### src/rtl/conv_pkg.sv
// Shared widths, window/filter types and FSM state encoding for the
// X-convolution window feeder.
package conv_pkg;
    localparam int PIX_W  = 4;
    localparam int COEF_W = 5;
    localparam int CONV_W = 10;
    localparam int K      = 3;

    typedef logic [K-1:0][K-1:0][PIX_W-1:0]  window_t;
    typedef logic [K-1:0][K-1:0][COEF_W-1:0] filter_t;

    typedef enum logic [1:0] {FILL, CALC, OUT} state_e;
endpackage

### src/rtl/conv_window_feeder_if.sv
// Pixel stream, convolution-block and result handshake signals of the feeder.
// master is the feeder side, slave is the surrounding datapath.
interface conv_window_feeder_if;
    import conv_pkg::*;

    logic                 filter_load;
    filter_t              filter_in;
    logic                 pix_valid;
    logic [PIX_W-1:0]     pix_data;
    logic                 pix_ready;
    logic                 calc_enable;
    window_t              pixels;
    filter_t              filter;
    logic                 calc_done;
    logic [CONV_W-1:0]    conv;
    logic                 res_valid;
    logic [CONV_W-1:0]    res_data;
    logic                 res_last;
    logic                 res_ready;

    modport master (
        input  filter_load, filter_in, pix_valid, pix_data, calc_done, conv, res_ready,
        output pix_ready, calc_enable, pixels, filter, res_valid, res_data, res_last
    );

    modport slave (
        output filter_load, filter_in, pix_valid, pix_data, calc_done, conv, res_ready,
        input  pix_ready, calc_enable, pixels, filter, res_valid, res_data, res_last
    );
endinterface

### src/rtl/conv_line_buffer.sv
// Two WIDTH-deep pixel row stores sharing one column index: lb0 holds the row
// two above the incoming pixel, lb1 the row directly above.
module conv_line_buffer
    import conv_pkg::*;
#(
    parameter int WIDTH = 8,
    parameter int CW    = $clog2(WIDTH)
) (
    input  logic             clk,
    input  logic             rst,
    input  logic [CW-1:0]    col,
    input  logic             wr_en,
    input  logic [PIX_W-1:0] wr_data,
    output logic [PIX_W-1:0] rd0,
    output logic [PIX_W-1:0] rd1
);

    logic [PIX_W-1:0] lb0_q [WIDTH];
    logic [PIX_W-1:0] lb0_d [WIDTH];
    logic [PIX_W-1:0] lb1_q [WIDTH];
    logic [PIX_W-1:0] lb1_d [WIDTH];

    assign rd0 = lb0_q[col];
    assign rd1 = lb1_q[col];

    always_comb begin
        lb0_d = lb0_q;
        lb1_d = lb1_q;
        if (wr_en) begin
            lb0_d[col] = lb1_q[col];
            lb1_d[col] = wr_data;
        end
    end

    always_ff @(posedge clk or posedge rst) begin
        if (rst) begin
            lb0_q <= '{default: '0};
            lb1_q <= '{default: '0};
        end else begin
            lb0_q <= lb0_d;
            lb1_q <= lb1_d;
        end
    end

endmodule

### src/rtl/conv_window_feeder.sv
// Builds 3x3 raster windows, hands each one with the latched filter to the
// convolution block and forwards the captured result downstream.
module conv_window_feeder
    import conv_pkg::*;
#(
    parameter int WIDTH  = 8,
    parameter int HEIGHT = 8
) (
    input  logic                 clk,
    input  logic                 rst,
    conv_window_feeder_if.master bus
);

    // FILL: accepting pixels | CALC: window issued, awaiting calc_done | OUT: result held for downstream
    localparam int CW = $clog2(WIDTH);
    localparam int RW = $clog2(HEIGHT);
    localparam logic [CW-1:0] COL_MAX = CW'(WIDTH - 1);
    localparam logic [RW-1:0] ROW_MAX = RW'(HEIGHT - 1);

    state_e              state_q, state_d;
    logic [CW-1:0]       col_q, col_d;
    logic [RW-1:0]       row_q, row_d;
    window_t             win_q, win_d;
    filter_t             filt_q, filt_d;
    logic [CONV_W-1:0]   res_data_q, res_data_d;
    logic                res_last_q, res_last_d;
    logic                win_last_q, win_last_d;
    logic                calc_en_q, calc_en_d;
    logic                accept;
    logic [PIX_W-1:0]    lb_rd0, lb_rd1;

    conv_line_buffer #(.WIDTH(WIDTH)) u_line_buffer (
        .clk     (clk),
        .rst     (rst),
        .col     (col_q),
        .wr_en   (accept),
        .wr_data (bus.pix_data),
        .rd0     (lb_rd0),
        .rd1     (lb_rd1)
    );

    always_comb begin
        state_d    = state_q;
        col_d      = col_q;
        row_d      = row_q;
        win_d      = win_q;
        filt_d     = filt_q;
        res_data_d = res_data_q;
        res_last_d = res_last_q;
        win_last_d = win_last_q;
        calc_en_d  = 1'b0;
        accept     = 1'b0;
        unique case (state_q)
            FILL: begin
                if (bus.filter_load) filt_d = bus.filter_in;
                if (bus.pix_valid) begin
                    accept = 1'b1;
                    for (int r = 0; r < K; r++) begin
                        win_d[r][0] = win_q[r][1];
                        win_d[r][1] = win_q[r][2];
                    end
                    win_d[0][2] = lb_rd0;
                    win_d[1][2] = lb_rd1;
                    win_d[2][2] = bus.pix_data;
                    if (col_q == COL_MAX) begin
                        col_d = '0;
                        row_d = (row_q == ROW_MAX) ? '0 : row_q + RW'(1);
                    end else begin
                        col_d = col_q + CW'(1);
                    end
                    // Windows straddling a row wrap are rejected because col < 2 there.
                    if (row_q >= RW'(2) && col_q >= CW'(2)) begin
                        state_d    = CALC;
                        calc_en_d  = 1'b1;
                        win_last_d = (row_q == ROW_MAX) && (col_q == COL_MAX);
                    end
                end
            end
            CALC: begin
                if (bus.calc_done) begin
                    res_data_d = bus.conv;
                    res_last_d = win_last_q;
                    state_d    = OUT;
                end
            end
            OUT: begin
                if (bus.res_ready) begin
                    res_last_d = 1'b0;
                    state_d    = FILL;
                end
            end
            default: state_d = FILL;
        endcase
    end

    always_ff @(posedge clk or posedge rst) begin
        if (rst) begin
            state_q    <= FILL;
            col_q      <= '0;
            row_q      <= '0;
            win_q      <= '0;
            filt_q     <= '0;
            res_data_q <= '0;
            res_last_q <= 1'b0;
            win_last_q <= 1'b0;
            calc_en_q  <= 1'b0;
        end else begin
            state_q    <= state_d;
            col_q      <= col_d;
            row_q      <= row_d;
            win_q      <= win_d;
            filt_q     <= filt_d;
            res_data_q <= res_data_d;
            res_last_q <= res_last_d;
            win_last_q <= win_last_d;
            calc_en_q  <= calc_en_d;
        end
    end

    // Gated by rst so every output reads 0 while reset is held.
    assign bus.pix_ready   = (state_q == FILL) && !rst;
    assign bus.calc_enable = calc_en_q;
    assign bus.pixels      = win_q;
    assign bus.filter      = filt_q;
    assign bus.res_valid   = (state_q == OUT);
    assign bus.res_data    = res_data_q;
    assign bus.res_last    = res_last_q;

endmodule

### src/flat_wrapper.sv
// flat-port wrapper written by rule: the top's interface ports become plain ports
module conv_window_feeder_flat import conv_pkg::*;
#(
    parameter int WIDTH  = 8,
    parameter int HEIGHT = 8
)
  (clk, rst, bus_filter_load, bus_filter_in, bus_pix_valid, bus_pix_data, bus_calc_done, bus_conv, bus_res_ready, bus_pix_ready, bus_calc_enable, bus_pixels, bus_filter, bus_res_valid, bus_res_data, bus_res_last);
  conv_window_feeder_if bus_i ();
  input  logic clk;
  input  logic rst;
  input wire logic [$bits(bus_i.filter_load)-1:0] bus_filter_load;
  input wire logic [$bits(bus_i.filter_in)-1:0] bus_filter_in;
  input wire logic [$bits(bus_i.pix_valid)-1:0] bus_pix_valid;
  input wire logic [$bits(bus_i.pix_data)-1:0] bus_pix_data;
  input wire logic [$bits(bus_i.calc_done)-1:0] bus_calc_done;
  input wire logic [$bits(bus_i.conv)-1:0] bus_conv;
  input wire logic [$bits(bus_i.res_ready)-1:0] bus_res_ready;
  output wire logic [$bits(bus_i.pix_ready)-1:0] bus_pix_ready;
  output wire logic [$bits(bus_i.calc_enable)-1:0] bus_calc_enable;
  output wire logic [$bits(bus_i.pixels)-1:0] bus_pixels;
  output wire logic [$bits(bus_i.filter)-1:0] bus_filter;
  output wire logic [$bits(bus_i.res_valid)-1:0] bus_res_valid;
  output wire logic [$bits(bus_i.res_data)-1:0] bus_res_data;
  output wire logic [$bits(bus_i.res_last)-1:0] bus_res_last;
  assign bus_i.filter_load = bus_filter_load;
  assign bus_i.filter_in = bus_filter_in;
  assign bus_i.pix_valid = bus_pix_valid;
  assign bus_i.pix_data = bus_pix_data;
  assign bus_i.calc_done = bus_calc_done;
  assign bus_i.conv = bus_conv;
  assign bus_i.res_ready = bus_res_ready;
  assign bus_pix_ready = bus_i.pix_ready;
  assign bus_calc_enable = bus_i.calc_enable;
  assign bus_pixels = bus_i.pixels;
  assign bus_filter = bus_i.filter;
  assign bus_res_valid = bus_i.res_valid;
  assign bus_res_data = bus_i.res_data;
  assign bus_res_last = bus_i.res_last;
  conv_window_feeder #(.WIDTH(WIDTH), .HEIGHT(HEIGHT)) u_core (.clk(clk), .rst(rst), .bus(bus_i));
endmodule
### config.mk
export PLATFORM = sky130hd
export DESIGN_NAME = conv_window_feeder_flat
export DESIGN_NICKNAME = d
export VERILOG_FILES = /design/src/rtl/conv_pkg.sv /design/src/rtl/conv_window_feeder_if.sv /design/src/rtl/conv_line_buffer.sv /design/src/rtl/conv_window_feeder.sv /design/src/flat_wrapper.sv
export SDC_FILE = /design/constraint.sdc
export NUM_CORES = 1
export LEC_CHECK = 0
export CAP_MARGIN = 5
export CORE_AREA = 4 4 139 141
export DETAILED_ROUTE_END_ITERATION = 10
export DIE_AREA = 0 0 143 145
export GPL_ROUTABILITY_DRIVEN = 1
export PLACE_DENSITY = 0.71
export SLEW_MARGIN = 20
export SYNTH_ARGS = -nofsm -noshare
export SYNTH_HDL_FRONTEND = slang
export SYNTH_SLANG_ARGS = --single-unit
### constraint.sdc
create_clock -name clk -period 13.52 [get_ports clk]
set_input_delay 2.704 -clock clk [delete_from_list [all_inputs] [get_ports clk]]
set_output_delay 2.704 -clock clk [all_outputs]
set_load 0.05 [all_outputs]
After elaboration in Yosys (flattened, before gate mapping)
Cells that the tools add are included.
- mux-type cells: 25
- bitwise operators: 1
- magnitude comparators: 4
- $add $sub $neg: 2
- reduce and logical (&&, ||, !) cells: 14
- equality and inequality tests: 8
- operators by type and width (operator ; count):
    32-bit bitwise mux ; 2
    4-bit binary-select mux with 3-bit select ; 2
    4-bit 2-to-1 mux ; 5
    4-bit demux with 3-bit select ; 1
    3-bit AND reduction ; 3
    2-bit 2-to-1 mux ; 4
    1-bit 2-to-1 mux ; 7
    3-bit by 1-bit adder with 3-bit output, second input constant ; 2
    3-bit == test, second input constant ; 2
    3-bit by 2-bit >= comparator with 1-bit output, second input constant ; 2
    3-bit 2-to-1 mux ; 2
    2-bit inequality test, second input constant ; 3
    2-bit one-hot mux with 3 select lines ; 1
    2-bit AND reduction ; 3
    4-bit >= comparator, second input constant ; 1
    1-bit logical AND ; 4
    4-bit by 1-bit < comparator with 1-bit output, second input constant ; 1
    3-bit NOT with 4-bit output ; 1
    4-bit AND reduction ; 1
    2-bit by 1-bit == test with 1-bit output, second input constant ; 1
    2-bit == test, second input constant ; 1
    2-bit zero test ; 1
    2-bit by 1-bit inequality test with 1-bit output, second input constant ; 1
    1-bit one-hot mux with 2 select lines ; 1
    other kinds (2) ; 2
- bits in registers: 166

Depth between registers and ports, before layout
Gate-level depths: netlist of run 1.
- word-level depth: 6
- mapped depth: 7
- depth with buffers taken out: 6

Modules after synthesis
A second synthesis of run 1 with hierarchy kept.
- cells, all modules: 526
- area, all modules: 6897.9 um2
- by module, submodules not included (module ; cells an instance ; area each (um2) ; sequential area each (um2) ; times used):
    conv_window_feeder ; 241 ; 3903.7 ; 2552.4 ; 1
    conv_line_buffer ; 285 ; 2994.1 ; 1601.5 ; 1

Least setup slack after synthesis of run 1
OpenSTA, ideal clock, no wires.
- kind: input to output
- start: input rst
- end: output bus_pix_ready
- slack: 7.067 ns
- cell stages on the path: 1
- buffers on the path: 0
- data arrival time: 3.749 ns
- cells stage by stage: nor3_1
- cells in the longest elaborated chain, start to end: 2
- ends and longest elaborated chain (what ; RTL line ; text):
    from (decl) ; flat_wrapper.sv:10 ; input logic rst;
    1-bit zero test (no line) ; -- ;
    1-bit logical AND ; conv_window_feeder.sv:121 ; assign bus.pix_ready = (state_q == FILL) && !rst;
    to (decl) ; flat_wrapper.sv:18 ; output wire logic [$bits(bus_i.pix_ready)-1:0] bus_pix_ready;
No other way between the ends.

Final worst setup path of run 1
Ends and elaborated chain as after synthesis.

==> flow_summary.toml, run 1 <==
[logic_synthesis]
yosysUniqueCellTypes = 42
synthSimpleGateAreaFrac = 0.0984
netlist_instances = 526
synth_top_area_cell = "dfrtp_1"
synth-edff-count = 0
ys_ff_latch = 166
post_synth_mux_area_share = 0.227
synth_warnings = 0
synthesis.nets = 597
ys_seq_area_frac = 0.602
ys_top_cells_by_count = "dfrtp_1 (166), mux2_2 (119), nand2_1 (104)"
async_flop_share = 1.00
synth_area_per_cell_um2 = 13.1
syn_area_um2 = 6900
yosysTopAreaCellShare = 0.602
synth_fa_ha_area_frac = 0.0109
synth_top_flop_cell = "dfrtp_1"
synth_compound_area_frac = 0.0372
synth.most_common_cell = "dfrtp_1"
synthXorXnorAreaFrac = 0
synth_top_family_by_area = "multiplexers"
synth_area_leaders = "dfrtp_1 (60%), mux2_2 (19%), nand2_1 (5.7%)"

[drt]
post_drt_wl_per_cell_um = 16.3
drt-total-wl_um = 15100
drt-initial-drc-count = 161
drtPass1Iterations = 4
via_per_inst = 4.88
drc_errors = 0
ant_nets = 0
num_vias = 4515

[min_path]
hold_path.startpoint = "u_core.bus.pixels[25]$_DFFE_PP0P_"
worstHoldPathType = "flip-flop to flip-flop"
whs_path_depth = 2
whs_endpoint = "u_core.bus.pixels[25]$_DFFE_PP0P_"

[cts]
cts_tree = "done"
cts.repair.resized = 0
clockRootBuffer = "clkbuf_16"
cts_hold_buf = 0
clkTransAtPathRegs_ns = 0.06
numCtsBuffers = 17
postCtsSetupBuffers = 0
clock_latency_ns = 0.42
clock-sinks = 166
cts-htree-levels = 4
clk_path_buf_depth = 2

[global_route]
grt_pass1_vias = 4688
grt_use_total = 0.149
gr-total-overflow = 0
grt_max_degree = 89
antenna_found_initial = 0
grt_pass1_wl_um = 24800

[cells_and_area]
utilization = 0.517
layout-drive-gt1-share = 0.251
antennaDiodeCount = 0
fill_cells = 1528
fin_nets = 755
area_growth_pct = 34.7
postLayoutCellArea_um2 = 9300

[critical_path]
worstReg2RegStart = "u_core.col_q[0]$_DFFE_PP0P_"
reg2reg_slack_ns = 11.14
end_kind = "primary output"
reg2reg_depth = 3
crit_type = "input pin to primary output"
critPathArrivalTime_ns = 4.18
cp-start-kind = "input pin"
cp_data_required_time_ns = 10.82
crit_path_max_fanout = 2
reg2reg_to = "u_core.u_line_buffer.lb1_q[3]$_DFFE_PP0P_"

[placed_design]
gp_congestion = 0.759
dpl_cell_area_um2 = 8700
dpl.hpwl_um = 10500
io_buffers = 159

[timing]
min_period_over_period = 0.509
tightest_slew_ns = 0.984
finClkSkew_ns = 0.00714
relSlewSlack = 0.344
drv_slew = 0
setup_violations = 0
fmax_ghz = 0.145
rsz0062_at_grt = "false"
hold_ws_ns = 0.474
finalHoldViolCount = 0
final.setup.tns_ns = 0
period_needed_ns = 6.88

[floorplanning]
initial_utilization = 0.384
fp-row-count = 49
die_h_um = 145
io_pins = 160
dieWidth_um = 143
core-area_um2 = 18000
dieArea_um2 = 20700

[run_status]
status = "complete, no violations"

[flow_run]
cap_viol_max_count = 0

[power_and_ir_drop]
ir_drop_mv = 0.169
p_per_area_nw_per_um2 = 293
p_leak_nw = 4.07
## power by group
part | internal (mW) | leakage (nW) | switching [mW]
logic | 0.531 | 1.75 | 0.835
registers | 0.736 | 2.03 | 0.146
clock network | 0.279 | 0.286 | 0.197
## cells in the final DEF, fill, tap and decap left out, types with 2 or more instances in the layout
| master | instances |
|---|---|
| clkbuf_16 | 17 |
| nand3b_1 | 2 |
| nand3_1 | 4 |
| mux4_2 | 7 |
| nor2b_1 | 2 |
| ha_1 | 6 |
| inv_6 | 2 |
| nor3_4 | 2 |
| o2bb2ai_1 | 2 |
| nand2_1 | 104 |
| nor2_1 | 13 |
| nand2b_1 | 2 |
| a31oi_1 | 2 |
| mux2i_1 | 7 |
| clkinvlp_4 | 3 |
| dfrtp_1 | 166 |
| o31ai_1 | 4 |
| nor3b_2 | 2 |
| clkinv_2 | 4 |
| clkinv_4 | 2 |
| clkdlybuf4s50_1 | 159 |
| o22ai_1 | 2 |
| and3_1 | 2 |
| nor3b_1 | 3 |
| nand3_2 | 2 |
| inv_8 | 2 |
| o211ai_1 | 2 |
| buf_4 | 5 |
| nor3_1 | 5 |
| o21ai_0 | 15 |
| bufinv_16 | 2 |
| mux2_2 | 119 |
| a21oi_1 | 5 |
| inv_1 | 6 |
## worst max-delay path, stage by stage
cell and delay [ns]:
clkdlybuf4s50_1 0.48, nor3_1 0.16, clkdlybuf4s50_1 0.83
## sequential cells by signal (all words and copies together) (netlist names)
name and cells:
u_core.bus.filter 45, u_core.bus.pixels 36, u_core.u_line_buffer.lb0_q 32, u_core.u_line_buffer.lb1_q 32, u_core.bus.res_data 10, u_core.col_q 3, u_core.row_q 3, u_core.state_q 2
u_core.bus.calc_enable 1, u_core.bus.res_last 1, u_core.win_last_q 1
## final cells by class
cell class                      count  area (um2)  area share
Clock inverter                     14         151      0.0163
Timing Repair Buffer              165        1640       0.176
Inverter                            8        35.0     0.00377
Sequential cell                   166        4150       0.447
Multi-Input combinational cell    326        2590       0.279
Clock buffer                       18         439      0.0472
Tap cell                          229         287      0.0308
## metal layers
metal,global-route usage,routed length [um],part of all wire
met5,0,0,0
met4,0.0475,212,0.014
met3,0.0352,864,0.057
met2,0.250,7640,0.50
met1,0.190,6420,0.42
## logic make-up after synthesis
logic type	after synthesis
mux	133
compound gates	38
fa+ha+maj	6
buf+inv	34
simple gates	149
flops	166
## through the flow
stage,instances,power [mW],setup WS (ns)
6_report,926,2.72,6.64
5_1_grt,926,2.88,6.57
4_1_cts,926,2.76,6.63
3_5_place_dp,894,2.27,6.63
3_3_place_gp,894,2.23,6.62
2_1_floorplan,526,1.84,6.33
## how the worst max path moves through the flow
| stage | cells after the start | end | from | slack (ns) |
|---|---|---|---|---|
| 3_3_place_gp | 3 | bus_pix_ready | rst | 6.62 |
| 3_5_place_dp | 3 | bus_pix_ready | rst | 6.63 |
| 4_1_cts | 3 | bus_pix_ready | rst | 6.63 |
| 6_report | 3 | bus_pix_ready | rst | 6.64 |
| 2_1_floorplan | 1 | u_core.bus.calc_enable$_DFF_PP0_ | rst | 6.33 |
| 5_1_grt | 3 | bus_pix_ready | rst | 6.57 |
Note: power is estimated with default switching activity, not from simulation.
==> run 2: changes to the inputs <==
==> constraint.sdc (replaced) <==
create_clock -name clk -period 6.6 [get_ports clk]
set_input_delay 1.32 -clock clk [delete_from_list [all_inputs] [get_ports clk]]
set_output_delay 1.32 -clock clk [all_outputs]
set_load 0.05 [all_outputs]
==> flow_summary.toml, run 2 (synthesis results as in run 1) <==
[cells_and_area]
utilization = 0.515
fill_cells = 1525
final-seq-area_um2 = 4150
fin_nets = 755
area_growth_pct = 34.0
mostFrequentLayoutCells = "dfrtp_1 (166), clkdlybuf4s50_1 (159), mux2_2 (119)"
postLayoutCellArea_um2 = 9250
final_common_cell = "dfrtp_1"
multi_input_area_um2 = 2590
largest_reg_flops = 45
stdcell_count = 926
layout-drive-gt1-share = 0.250
antennaDiodeCount = 0

[placed_design]
place_ws_ns = 2.45
io_buffers = 159
placed_cells = 894
gp_congestion = 0.775
dpl.hpwl_um = 11100
dpl_cell_area_um2 = 8700

[global_route]
top_usage_layer = "met2"
grt_max_degree = 119
met3_usage = 0.0322
grt_use_total = 0.153
met1_usage = 0.193
grt_pass1_vias = 4873
antenna_found_initial = 0
met2_usage = 0.256
gr-total-overflow = 0
grt_pass1_wl_um = 25500

[cts]
clockRootBuffer = "clkbuf_16"
cts-htree-levels = 4
clk_path_buf_depth = 2
postCtsSetupBuffers = 0
cts_tree = "done"
cts_hold_buf = 0
clock_latency_ns = 0.42
clock-sinks = 166
numCtsBuffers = 17
cts.repair.resized = 0
clkTransAtPathRegs_ns = 0.06

[critical_path]
end_kind = "primary output"
reg2reg_slack_ns = 4.15
reg2reg_to = "u_core.u_line_buffer.lb0_q[17]$_DFFE_PP0P_"
worstReg2RegStart = "u_core.col_q[0]$_DFFE_PP0P_"
reg2reg_depth = 3
setup.worst_path.end = "bus_pix_ready"
cp-start-kind = "input pin"
crit_path_max_fanout = 2
critPathArrivalTime_ns = 2.86
crit_start = "rst"
crit_type = "input pin to primary output"
cp_data_required_time_ns = 5.28

[drt]
num_vias = 4635
drt-total-wl_um = 15600
ant_nets = 0
via_per_inst = 5.01
drtPass1Iterations = 4
post_drt_wl_per_cell_um = 16.9
drc_errors = 0
drt-initial-drc-count = 230

[power_and_ir_drop]
ir_drop_mv = 0.376
p_leak_nw = 4.04
power_mw = 5.55
p_per_area_nw_per_um2 = 600

[floorplanning]
core-area_um2 = 18000
fp-row-count = 49
initial_utilization = 0.384
dieWidth_um = 143
die_h_um = 145
io_pins = 160
dieArea_um2 = 20700

[timing]
fmax_ghz = 0.239
period_needed_ns = 4.18
tightest_slew_ns = 1.00
drv_slew = 0
rsz0062_at_grt = "false"
min_period_over_period = 0.633
finClkSkew_ns = 0.0100
relSlewSlack = 0.332
finalHoldViolCount = 0
setup_violations = 0
final.setup.tns_ns = 0
fin_ws_ns = 2.42
hold_ws_ns = 0.473

[min_path]
worstHoldPathType = "flip-flop to flip-flop"

[flow_run]
cap_viol_max_count = 0

[run_status]
status = "complete, no violations"
==> run 2: cell types whose count changed in the layout (fill, tap and decap cells not counted), sizes merged <==
cell      change
inv           +4
clkinv        -3
bufinv        -2
clkinvlp      +1
==> run 2: per-layer routing <==
metal	wire, um	vias up
met3	892	29
met1	6510	2332
met5	0	-
met4	354	0
li1	-	2145
met2	7900	129
==> run 2: how the worst min path moves through the flow <==
| stage | startpoint | end | cells past startpoint |
|---|---|---|---|
| floorplan | u_core.u_line_buffer.lb0_q[9]$_DFFE_PP0P_ | u_core.u_line_buffer.lb0_q[9]$_DFFE_PP0P_ | 2 |
| global placement | u_core.u_line_buffer.lb0_q[9]$_DFFE_PP0P_ | u_core.u_line_buffer.lb0_q[9]$_DFFE_PP0P_ | 2 |
| detailed placement | u_core.bus.pixels[25]$_DFFE_PP0P_ | u_core.bus.pixels[25]$_DFFE_PP0P_ | 2 |
| CTS | u_core.bus.pixels[25]$_DFFE_PP0P_ | u_core.bus.pixels[25]$_DFFE_PP0P_ | 2 |
| global route | u_core.bus.pixels[25]$_DFFE_PP0P_ | u_core.bus.pixels[25]$_DFFE_PP0P_ | 2 |
| finish | u_core.bus.pixels[15]$_DFFE_PP0P_ | u_core.bus.pixels[15]$_DFFE_PP0P_ | 2 |
==> run 2: worst max-delay path, cell delays in order <==
cell,delay (ns)
clkdlybuf4s50_1,0.51
nor3_1,0.19
clkdlybuf4s50_1,0.83
==> run 2: layout make-up <==
type | count | area share
well taps | 229 | 0.0310
multi-input cells | 326 | 0.280
repair buffers | 165 | 0.177
flip-flops and latches | 166 | 0.449
clock inverters | 14 | 0.0126
inverters | 8 | 0.00406
clock buffers | 18 | 0.0464
==> run 2: where the power goes <==
group	internal (mW)	switching (mW)	leakage, nW
Clock	0.491	0.424	0.257
Sequential	1.51	0.316	2.03
Combinational	1.09	1.73	1.75
==> run 3: changes to the inputs <==
==> constraint.sdc (replaced) <==
create_clock -name clk -period 3.9 [get_ports clk]
set_input_delay 0.78 -clock clk [delete_from_list [all_inputs] [get_ports clk]]
set_output_delay 0.78 -clock clk [all_outputs]
set_load 0.05 [all_outputs]
==> flow_summary.toml, run 3 (synthesis results as in run 1) <==
[cts]
clkTransAtPathRegs_ns = 0.06
cts-htree-levels = 4
clock_latency_ns = 0.42
postCtsSetupBuffers = 0
cts_tree = "done"
clk_path_buf_depth = 2
cts.repair.resized = 0
numCtsBuffers = 17
clock-sinks = 166
clockRootBuffer = "clkbuf_16"
cts_hold_buf = 0

[cells_and_area]
largest_reg_flops = 45
antennaDiodeCount = 0
layout-drive-gt1-share = 0.252
fin_nets = 758
fill_cells = 1540
stdcell_count = 928
postLayoutCellArea_um2 = 9350
final_common_cell = "dfrtp_1"
area_growth_pct = 35.4
mostFrequentLayoutCells = "dfrtp_1 (166), clkdlybuf4s50_1 (159), mux2_2 (119)"
utilization = 0.520

[critical_path]
crit_start = "rst"
setup.worst_path.end = "bus_pix_ready"
cpMostUsedCell = "clkdlybuf4s50_1"
crit_path_max_incr_delay_ns = 0.84
crit_slowest_cell = "clkdlybuf4s50_1"
reg2reg_to = "u_core.u_line_buffer.lb0_q[25]$_DFFE_PP0P_"
path_cells = "clkdlybuf4s50_1 > nor3_1 > clkdlybuf4s50_1"
end_kind = "primary output"
worstReg2RegStart = "u_core.col_q[1]$_DFFE_PP0P_"
crit_path_max_fanout = 2
reg2reg_slack_ns = 1.36
crit_type = "input pin to primary output"
reg2reg_depth = 4
cp-start-kind = "input pin"
critPathArrivalTime_ns = 2.24
cp_data_required_time_ns = 3.12

[global_route]
antenna_found_initial = 0
grt_pass1_vias = 4953
grt_use_total = 0.156
gr-total-overflow = 0
grt_max_degree = 71
grt_pass1_wl_um = 25900

[timing]
final.setup.tns_ns = 0
setup_violations = 0
rsz0062_at_grt = "false"
fmax_ghz = 0.331
hold_ws_ns = 0.479
tightest_slew_ns = 1.02
finClkSkew_ns = 0.00815
drv_slew = 0
finalHoldViolCount = 0
period_needed_ns = 3.02
fin_ws_ns = 0.876
min_period_over_period = 0.775
relSlewSlack = 0.317

[floorplanning]
fp-row-count = 49
io_pins = 160
initial_utilization = 0.384
dieArea_um2 = 20700
die_h_um = 145
dieWidth_um = 143
core-area_um2 = 18000

[placed_design]
place_ws_ns = 0.871
dpl_cell_area_um2 = 8730
dpl.hpwl_um = 11400
gp_congestion = 0.782
placed_cells = 897
io_buffers = 159

[power_and_ir_drop]
p_leak_nw = 4.09
power_mw = 9.57
p_int_mw = 5.46
ir_drop_mv = 0.703
p_per_area_nw_per_um2 = 1020
power_frac_seq = 0.328
p_sw_frac = 0.430
pwr-share-clk = 0.180
combPwrFrac = 0.491
netSwitchingPower_mw = 4.11

[run_status]
status = "complete, no violations"

[drt]
drtPass1Iterations = 6
drc_errors = 0
post_drt_wl_per_cell_um = 17.1
drt-initial-drc-count = 151
via_per_inst = 5.01
drt-total-wl_um = 15900
ant_nets = 0
num_vias = 4649

[min_path]
hold_path.startpoint = "u_core.bus.pixels[14]$_DFFE_PP0P_"
worstHoldPathType = "flip-flop to flip-flop"

[flow_run]
cap_viol_max_count = 0
[run 3: cell count changes in the layout (fill, tap and decap cells not counted), sizes merged]
cell / previous run / this run
bufinv: 0 / 3
clkbuf: 18 / 21
clkinv: 3 / 1
buf: 6 / 9
inv: 15 / 10
[run 3: power by group through the flow]
stage / logic (mW) / registers, mW / clock network, mW
2_1_floorplan: 1.79 / 4.57 / 0
3_3_place_gp: 4.64 / 3.11 / 0
3_5_place_dp: 4.74 / 3.18 / 0
4_1_cts: 4.75 / 3.15 / 1.77
5_1_grt: 4.98 / 3.25 / 1.84
6_report: 4.70 / 3.14 / 1.73
[run 3: layer usage]
metal	global-route usage	part of all wire	wire, um	vias to the layer above
li1	-	-	-	2148
met1	0.187	0.40	6420	2353
met4	0.0599	0.022	355	0
met5	0	0	0	-
met2	0.271	0.52	8270	120
met3	0.0339	0.051	809	28
[run 3: area by class of cell]
cell class                 instances  area (um2)  area share
clock buffer                      21         470      0.0503
clock inverter                    10         144      0.0154
inverter                           8        33.8     0.00361
multi-input combinational        326        2590       0.277
sequential                       166        4150       0.444
tap                              229         287      0.0306
timing repair buffer             168        1670       0.179
[run 3: how the worst min path moves through the flow]
stage / to / cells past startpoint
floorplan: u_core.u_line_buffer.lb0_q[9]$_DFFE_PP0P_ / 2
global placement: u_core.u_line_buffer.lb0_q[25]$_DFFE_PP0P_ / 2
detailed placement: u_core.u_line_buffer.lb0_q[21]$_DFFE_PP0P_ / 2
CTS: u_core.u_line_buffer.lb0_q[21]$_DFFE_PP0P_ / 2
global route: u_core.bus.filter[44]$_DFFE_PP0P_ / 1
finish: u_core.bus.pixels[14]$_DFFE_PP0P_ / 2
[run 3: worst max-delay path, delay by kind of cell]
family,cells,cell delay (ns)
simple gates,1,0.17
buf+inv,2,1.30
==> variant: new RTL, settings of run 2 <==
Make the reset (`rst`) synchronous in 2 clocked blocks.
--- a/src/rtl/conv_line_buffer.sv
+++ b/src/rtl/conv_line_buffer.sv
@@ -32,7 +32,7 @@
         end
     end
 
-    always_ff @(posedge clk or posedge rst) begin
+    always_ff @(posedge clk) begin
         if (rst) begin
             lb0_q <= '{default: '0};
             lb1_q <= '{default: '0};
--- a/src/rtl/conv_window_feeder.sv
+++ b/src/rtl/conv_window_feeder.sv
@@ -93,7 +93,7 @@
         endcase
     end
 
-    always_ff @(posedge clk or posedge rst) begin
+    always_ff @(posedge clk) begin
         if (rst) begin
             state_q    <= FILL;
             col_q      <= '0;
Function: differs if rst is asserted again (counterexample within 4 cycles, from zero or initial values and one cycle with rst high); with rst held inactive, the same outputs for 10 cycles.
==> variant against run 2 <==
- die area is the same
- sequential cell count is the same
- final cell count grew 24%
- synthesized area shrank 6.3%
- non-clock buffer count grew 1
- critical endpoint unchanged
- cell area shrank 5.8%
- worst setup slack gained 100 ps
- routed wire length grew 14%
- count of clock-buffer cells in the layout grew 4
- critical path type unchanged
- fmax grew 2.5%
- synthesized cell count grew 50%
Power is not compared: it rests on default switching activity, and its combinational part moved more than twofold at a synthesized area within 25%.
==> variant: results (changes against run 2) <==
outcome=finished clean (unchanged); Unique masters post-synth=40 (was 42); Placed Instance Area=8132 µm² (was 8701 µm²); WL met1=7607 µm (was 6505 µm); register area share after synthesis=0.5137 (was 0.6018); Net Count, Synth=860 (was 597); Compound-Gate Fraction of Synth Area=0.1605 (was 0.03716); ys async rst share=0 (was 1.000); largest net degree at the start of global routing=106 (was 119); ys flop type=dfxtp_1 (was dfrtp_1); FF-to-FF setup slack=4260 ps (was 4150 ps); hold endpoint=u_core.bus.filter[12]$_SDFFE_PP0P_ (was u_core.bus.pixels[15]$_DFFE_PP0P_); NetSw=608.5 µW; initial antenna violation count=0 (unchanged); share of cells above drive strength 1=0.05423 (was 0.2496); Crit Path Max Fanout=63 (was 2); WL met3=1626 µm (was 892 µm); Final Skew=9.046 ps (was 10.04 ps); GRT Total Usage=0.1717 (was 0.1526); r2r endpoint=u_core.u_line_buffer.lb0_q[2]$_SDFFE_PP0P_ (was u_core.u_line_buffer.lb0_q[17]$_DFFE_PP0P_); First DRT Iteration DRCs=297 (was 230); adder-cell share of the synthesized area=0.009671 (was 0.01088); NumNets Final=979 (was 755); largest stage delay on the critical path=850 ps (was 830 ps); multiplexer share of the synthesized area=0.06441 (was 0.2271); vias in the first global route=5,597 (was 4,873); placed cell count=1,119 (was 894); VDD IR-drop max=0.2112 mV; syn avg cell area=8.188 µm² (was 13.12 µm²); top cell type's share of synthesized area=0.5137 (was 0.6018); worst r2r path cells=5 (was 3); RR Startpoint=u_core.col_q[1]$_SDFFE_PP0P_ (was u_core.col_q[0]$_DFFE_PP0P_); Via density=5.003 (was 5.005); clock root buffer=clkbuf_16 (unchanged); met2 WL=8324 µm (was 7897 µm); hpwl dp=11,650 µm (was 11,060 µm); Area contributors post-synth=dfxtp_1 (51%), nand2_1 (13%), a21oi_1 (9.7%) (was dfrtp_1 (60%), mux2_2 (19%), nand2_1 (5.7%)); final cell count without fillers=1,151 (was 926); first-pass GRT wire length=28,890 µm (was 25,530 µm); first-pass iteration count of the detailed router=5 (was 4); CTS buffer count=17 (unchanged); # fillers=1,734 (was 1,525); drt wl/cell=15.45 µm (was 16.90 µm); Worst Path Arrival=2750 ps (was 2860 ps); WHS=451.5 ps (was 473.1 ps); min-delay src=u_core.bus.filter[12]$_SDFFE_PP0P_ (was u_core.bus.pixels[15]$_DFFE_PP0P_); Commonest cells post-synth=nand2_1 (220), dfxtp_1 (166), a21oi_1 (126) (was dfrtp_1 (166), mux2_2 (119), nand2_1 (104)); GP Congestion=0.7694 (was 0.7745); Rel. slew slack=0.4434 (was 0.3316)
## variant: kinds of logic (layout without fill, tap and decap cells)
family,count (synthesis),count (layout)
buf+inv,69,201
compound gates,186,186
fa+ha+maj,5,5
simple gates,324,324
mux,40,40
flops,166,166
## variant: worst register-to-register path, stage by stage (launching register included)
cell	delay, ps
dfxtp_2	310
buf_4	480
nand2_1	440
nor2_1	690
nor2_1	80
a211oi_1	250
## variant: final cells by class
cell class | count | area share
Sequential cell | 166 | 0.3814
Multi-Input combinational cell | 555 | 0.3290
Timing Repair Buffer | 166 | 0.1888
Clock buffer | 22 | 0.05556
Tap cell | 229 | 0.03287
Clock inverter | 10 | 0.01105
Inverter | 3 | 0.001292
## variant: how the worst max path moves through the flow
stage                               end  cells past startpoint
after floorplan           bus_pix_ready                      3
after global placement    bus_pix_ready                      3
after detailed placement  bus_pix_ready                      3
after CTS                 bus_pix_ready                      3
after global routing      bus_pix_ready                      3
final                     bus_pix_ready                      3
## variant: stage by stage
step | setup WS [ps] | util
floorplan | 2593 | -
global placement | 2571 | 0.4527
detailed placement | 2533 | 0.4527
CTS | 2519 | 0.4850
global route | 2427 | 0.4852
finish | 2525 | 0.4852
## variant: routing by layer
metal	vias to the layer above	track usage
li1	2896	-
met1	2661	0.2211
met2	187	0.2650
met3	14	0.07042
met4	0	0.04895
met5	-	0
## variant: power groups by stage
stage                     Sequential [mW]  Combinational, mW  Clock [mW]
after floorplan                      1.15              0.102           0
after global placement               1.07              0.296           0
after detailed placement             1.07              0.297           0
after CTS                            1.05              0.298       0.987
after global routing                 1.06              0.317        1.03
final                                1.05              0.297       0.963
